$ cat src/rtl/qsq_pkg.sv
// rtl/qsq_pkg.sv - shared index-width/lane helpers and stage payload type for qsq_operand_pipe
`ifndef QSQ_PKG_SV
`define QSQ_PKG_SV

// Per-lane stage payload; a macro so the field widths follow the instantiating module's WIDTH.
`define QSQ_PAYLOAD_T(W) struct packed { logic [(W)-1:0] mag_a; logic [(W)-1:0] mag_b; logic sign; logic sat; }

package qsq_pkg;

    localparam int QSQ_IDX_EXTRA = 1;

    function automatic int idx_width(input int width);
        return width + QSQ_IDX_EXTRA;
    endfunction

    function automatic int lane_lo(input int lane, input int width);
        return lane * width;
    endfunction

endpackage

`endif

$ cat src/rtl/qsq_abs_unit.sv
// rtl/qsq_abs_unit.sv - per-operand magnitude, zero detect and optional min saturation (QSQ_SAT_MIN_EN)
module qsq_abs_unit #(
    parameter int WIDTH = 9
) (
    input  logic [WIDTH-1:0] x,
    output logic [WIDTH-1:0] mag,
    output logic             zero,
    output logic             sat
);

    logic [WIDTH-1:0] neg;

    // The most-negative input negates to itself, which read unsigned is exactly 2^(WIDTH-1).
    assign neg  = ~x + {{(WIDTH-1){1'b0}}, 1'b1};
    assign zero = (x == '0);

`ifdef QSQ_SAT_MIN_EN
    logic is_min;

    assign is_min = x[WIDTH-1] & ~|x[WIDTH-2:0];
    assign sat    = is_min;
    assign mag    = is_min ? {1'b0, {(WIDTH-1){1'b1}}} : (x[WIDTH-1] ? neg : x);
`else
    assign sat = 1'b0;
    assign mag = x[WIDTH-1] ? neg : x;
`endif

endmodule

$ cat src/rtl/qsq_operand_pipe.sv
// rtl/qsq_operand_pipe.sv - two-stage quarter-square operand front-end; QSQ_SAT_MIN_EN enables min-value saturation
module qsq_operand_pipe
    import qsq_pkg::*;
#(
    parameter int WIDTH = 9,
    parameter int NCH   = 2
) (
    input  logic                                clk,
    input  logic                                rst,
    input  logic                                in_valid,
    output logic                                in_ready,
    input  logic [NCH*WIDTH-1:0]                in_a,
    input  logic [NCH*WIDTH-1:0]                in_b,
    output logic                                out_valid,
    input  logic                                out_ready,
    output logic [NCH*WIDTH-1:0]                out_mag_a,
    output logic [NCH*WIDTH-1:0]                out_mag_b,
    output logic [NCH-1:0]                      out_sign,
    output logic [NCH*idx_width(WIDTH)-1:0]     out_sum,
    output logic [NCH*WIDTH-1:0]                out_diff,
    output logic [NCH-1:0]                      out_sat
);

    localparam int IW = idx_width(WIDTH);

    typedef `QSQ_PAYLOAD_T(WIDTH) payload_t;

    logic s1_valid;
    logic s2_valid;
    logic s1_free;
    logic s2_free;
    logic accept;
    logic advance;

    assign s2_free   = !s2_valid || out_ready;
    assign s1_free   = !s1_valid || s2_free;
    assign in_ready  = s1_free;
    assign accept    = in_valid && in_ready;
    assign advance   = s1_valid && s2_free;
    assign out_valid = s2_valid;

    always_ff @(posedge clk) begin
        if (rst) begin
            s1_valid <= 1'b0;
            s2_valid <= 1'b0;
        end else begin
            if (s1_free) s1_valid <= in_valid;
            if (s2_free) s2_valid <= s1_valid;
        end
    end

    for (genvar k = 0; k < NCH; k++) begin : g_lane
        logic [WIDTH-1:0] op_a;
        logic [WIDTH-1:0] op_b;
        logic [WIDTH-1:0] abs_a;
        logic [WIDTH-1:0] abs_b;
        logic             zero_a;
        logic             zero_b;
        logic             sat_a;
        logic             sat_b;
        logic             sign;
        payload_t         s1_q;
        payload_t         s2_q;
        logic [IW-1:0]    s2_sum;
        logic [WIDTH-1:0] s2_diff;

        assign op_a = in_a[lane_lo(k, WIDTH) +: WIDTH];
        assign op_b = in_b[lane_lo(k, WIDTH) +: WIDTH];

        qsq_abs_unit #(.WIDTH(WIDTH)) u_abs_a (
            .x    (op_a),
            .mag  (abs_a),
            .zero (zero_a),
            .sat  (sat_a)
        );

        qsq_abs_unit #(.WIDTH(WIDTH)) u_abs_b (
            .x    (op_b),
            .mag  (abs_b),
            .zero (zero_b),
            .sat  (sat_b)
        );

        // A zero operand yields a zero product, which must not carry a negative sign.
        assign sign = (op_a[WIDTH-1] ^ op_b[WIDTH-1]) && !zero_a && !zero_b;

        always_ff @(posedge clk) begin
            if (rst) begin
                s1_q    <= '0;
                s2_q    <= '0;
                s2_sum  <= '0;
                s2_diff <= '0;
            end else begin
                if (accept) begin
                    s1_q.mag_a <= abs_a;
                    s1_q.mag_b <= abs_b;
                    s1_q.sign  <= sign;
                    s1_q.sat   <= sat_a || sat_b;
                end
                if (advance) begin
                    s2_q   <= s1_q;
                    s2_sum <= {1'b0, s1_q.mag_a} + {1'b0, s1_q.mag_b};
                    s2_diff <= (s1_q.mag_a >= s1_q.mag_b) ? (s1_q.mag_a - s1_q.mag_b)
                                                          : (s1_q.mag_b - s1_q.mag_a);
                end
            end
        end

        assign out_mag_a[lane_lo(k, WIDTH) +: WIDTH] = s2_q.mag_a;
        assign out_mag_b[lane_lo(k, WIDTH) +: WIDTH] = s2_q.mag_b;
        assign out_sign[k]                           = s2_q.sign;
        assign out_sat[k]                            = s2_q.sat;
        assign out_sum[lane_lo(k, IW) +: IW]         = s2_sum;
        assign out_diff[lane_lo(k, WIDTH) +: WIDTH]  = s2_diff;
    end

endmodule

$ cat config.mk
export PLATFORM = sky130hd
export DESIGN_NAME = qsq_operand_pipe
export DESIGN_NICKNAME = d
export VERILOG_FILES = /design/src/rtl/qsq_pkg.sv /design/src/rtl/qsq_abs_unit.sv /design/src/rtl/qsq_operand_pipe.sv
export SDC_FILE = /design/constraint.sdc
export NUM_CORES = 1
export LEC_CHECK = 0
export CAP_MARGIN = 0
export CORE_MARGIN = 8
export CORE_UTILIZATION = 40
export DETAILED_ROUTE_END_ITERATION = 16
export DONT_BUFFER_PORTS = 1
export GPL_TIMING_DRIVEN = 1
export PLACE_DENSITY_LB_ADDON = 0.2
export SKIP_CTS_REPAIR_TIMING = 1
export SLEW_MARGIN = 20
export SYNTH_ARGS = -nofsm -noshare
export SYNTH_HDL_FRONTEND = slang
export SYNTH_HIERARCHICAL = 1
export SYNTH_SLANG_ARGS = --single-unit
$ cat constraint.sdc
create_clock -name clk -period 6.3 [get_ports clk]
set_clock_uncertainty 0.2 [all_clocks]
set_input_delay 0.945 -clock clk [delete_from_list [all_inputs] [get_ports clk]]
set_output_delay 0.945 -clock clk [all_outputs]
set_load 0.005 [all_outputs]
==> results.yml <==
synthesis:
  synth_area_leaders: "dfxtp_1, ha_1, nand2_1"
  synth_ff_type: "dfxtp_1"
  yosys.area_share.simple_pct: 18.5
  syn_nets: 987
  synth_compound_area_share_pct: 19.8
  synth_fa_ha_area_share_pct: 11.7
  synthXorXnorAreaFrac_pct: 6.47
  async_reset_ff_share_pct: 0
  synth_cell_types: 59
  avgSynthCellArea_sq_um: 7.95
  netlist_area_sq_um: 7040
  ys_seq_area_share_pct: 33.6
  yosysWarnings: 6
  synth_area_leader_cell: "dfxtp_1"
  synth.area.mux_share_pct: 2.28
  syn_inst: 885
  netlist.area_leader.share_pct: 33.6
  synth_top_family_by_area: "compound AO/OA/AOI/OAI gates"
  synth-seq-cells: 118
  synth-edff-count: 0
drt:
  routed-via-count: 5548
  firstDrtPassIters: 4
  viasPerCell: 5.14
  wirelength_um: 18000
  drtAntennaViolNets: 0
  avgRoutedWirePerCell_um: 16.7
  drc: 0
  drt_iter0_drc: 313
cells_and_area:
  drive_gt1_share_pct: 7.25
  insertedDiodeCount: 0
  layout.nets: 947
  fillCellCount: 1793
  final_cell_mix: "nand2_1, dfxtp_1, a21oi_1, inv_1, nor2_1"
  syn2layout_area_growth_pct: 9.07
  final_common_cell: "nand2_1"
worst_setup_path:
  worst-path-max-fanout: 10
  crit_arrival_ps: 2980
  start_kind: "flip-flop"
  cp.required_ps: 6350
  worstSetupPathType: "flip-flop to flip-flop"
  critPathCaptureType: "flip-flop"
clocking:
  clk_path_buf_depth: 2
  cts_buffers: 17
  cts_root_buf: "clkbuf_16"
  htreeDepth: 4
  clk_latency_ps: 420
  cts.sinks: 118
  path_clk_slew_ps: 50
  cts_tree: "done"
placement:
  pre_cts_ws_ps: 3400
  gp_congestion: 0.846
  port_buffers: 0
  dp_hpwl_um: 13200
timing:
  fin_ws_ps: 3370
  hold_viol_final: 0
  period_minus_slack_ps: 2930
  hold_slack_ps: 255
  worstMarginPinSlew_ps: 946
  rsz0062_at_grt: "no"
  final.setup.tns_ps: 0
  clock.fmax_ghz: 0.341
  slew_headroom_pct: 36.9
  setup_viol: 0
  drv_slew: 0
  min_period_over_period_pct: 46.5
global_routing:
  grt_pass1_wl_um: 29500
  grt_use_total_pct: 16.6
  grt_start_max_net_pins: 119
  grt-ovfl-total: 0
  grt_antenna_before_repair: 0
  grt_pass1_vias: 5274
floorplanning:
  die_w_um: 149
  core_sq_um: 17200
  initial_core_util_pct: 40.8
  std_cell_rows: 48
  ios: 120
  die_h_um: 149
  die-area_sq_um: 22100
outcome:
  outcome: "completed"
power_and_ir_drop:
  power_leakage_nw: 2.97
  peakVddDrop_mv: 0.189
  cellPowerDensity_nw_per_um2: 301
job:
  drv_cap: 0
min_path:
  hold_path.class: "flip-flop to flip-flop"
-- metal layers --
metal  GRT usage, %  vias to the layer above  wire (um)
met4           5.81                        0        227
met5              0                        -          0
li1               -                     2873          -
met1           23.7                     2523       9090
met3           5.47                       12       1610
met2           22.5                      140       7080
-- per-stage QoR --
stage	instance area, sq um	std cells	total power, W	util [%]
6_report	7670	1080	0.00231	44.5
5_1_grt	7670	1080	0.00242	44.5
3_3_place_gp	7050	1051	0.00128	40.9
4_1_cts	7670	1080	0.00233	44.5
2_1_floorplan	7040	885	0.00121	-
3_5_place_dp	7050	1051	0.00128	40.9
-- logic make-up (layout without fill, tap and decap cells) --
family,count (synthesis),after routing
xor+xnor,52,52
buf+inv,122,92
simple gates,293,293
other cells,4,4
mux,16,16
flops,118,118
fa+ha+maj,62,62
compound gates,218,218
-- state kept, by name, indices dropped and copies added (netlist names), 2 cells and up --
name            cells
g_lane.s1_q        40
g_lane.s2_diff     16
g_lane.s2_sum      20
out_mag_a          18
out_mag_b          18
out_sat             2
out_sign            2
-- final timing paths --
kind                            slack, ps  depth (start not counted)                   end         startpoint
worst max-delay path                 3370                          9  g_lane[1].s2_diff[4]  g_lane[1].s1_q[7]
worst min-delay path                  250                          2           out_sign[1]  g_lane[1].s1_q[1]
worst max register to register       3370                          9  g_lane[1].s2_diff[4]  g_lane[1].s1_q[7]
worst min register to register        250                          2           out_sign[1]  g_lane[1].s1_q[1]
-- report_power, final --
part | leakage, nW | internal [W] | total (W) | switching [W]
Clock | 0.301 | 0.000702 | 0.00104 | 0.000341
Combinational | 1.71 | 0.000190 | 0.000428 | 0.000238
Sequential | 0.966 | 0.000790 | 0.000838 | 0.0000482
Total | 2.97 | 0.00168 | 0.00231 | 0.000627
-- critical path: stages (launching register included) --
cell and delay (ps):
dfxtp_1 390, inv_1 70, ha_1 430, and2_1 220, nor2b_1 160, a311oi_1 260
o31a_1 490, mux2i_1 310, xor2_1 160, a211oi_1 80
-- cells in the mapped netlist (all sizes together) (3+ instances only) --
| library cell | count |
|---|---|
| nor2 | 57 |
| nor2b | 9 |
| nand2b | 7 |
| nand2 | 168 |
| xor2 | 6 |
| mux2i | 16 |
| a211oi | 34 |
| xnor2 | 46 |
| a311oi | 4 |
| or4b | 4 |
| o21ai | 23 |
| o31ai | 10 |
| a21oi | 112 |
| buf | 19 |
| inv | 60 |
| a21o | 7 |
| dfxtp | 118 |
| clkbuf | 43 |
| nor3 | 18 |
| or3 | 10 |
| fa | 6 |
| o21bai | 11 |
| conb | 4 |
| or4 | 5 |
| ha | 56 |
| a21boi | 3 |
-- final cells by class --
type | count | area, sq um | area share, %
flip-flops and latches | 118 | 2360 | 30.8
multi-input cells | 645 | 4160 | 54.2
inverters | 60 | 225 | 2.93
well taps | 225 | 282 | 3.67
clock inverters | 10 | 180 | 2.35
clock buffers | 19 | 443 | 5.77
repair buffers | 3 | 26.3 | 0.342
No activity file was read; power rests on OpenSTA's default activity.
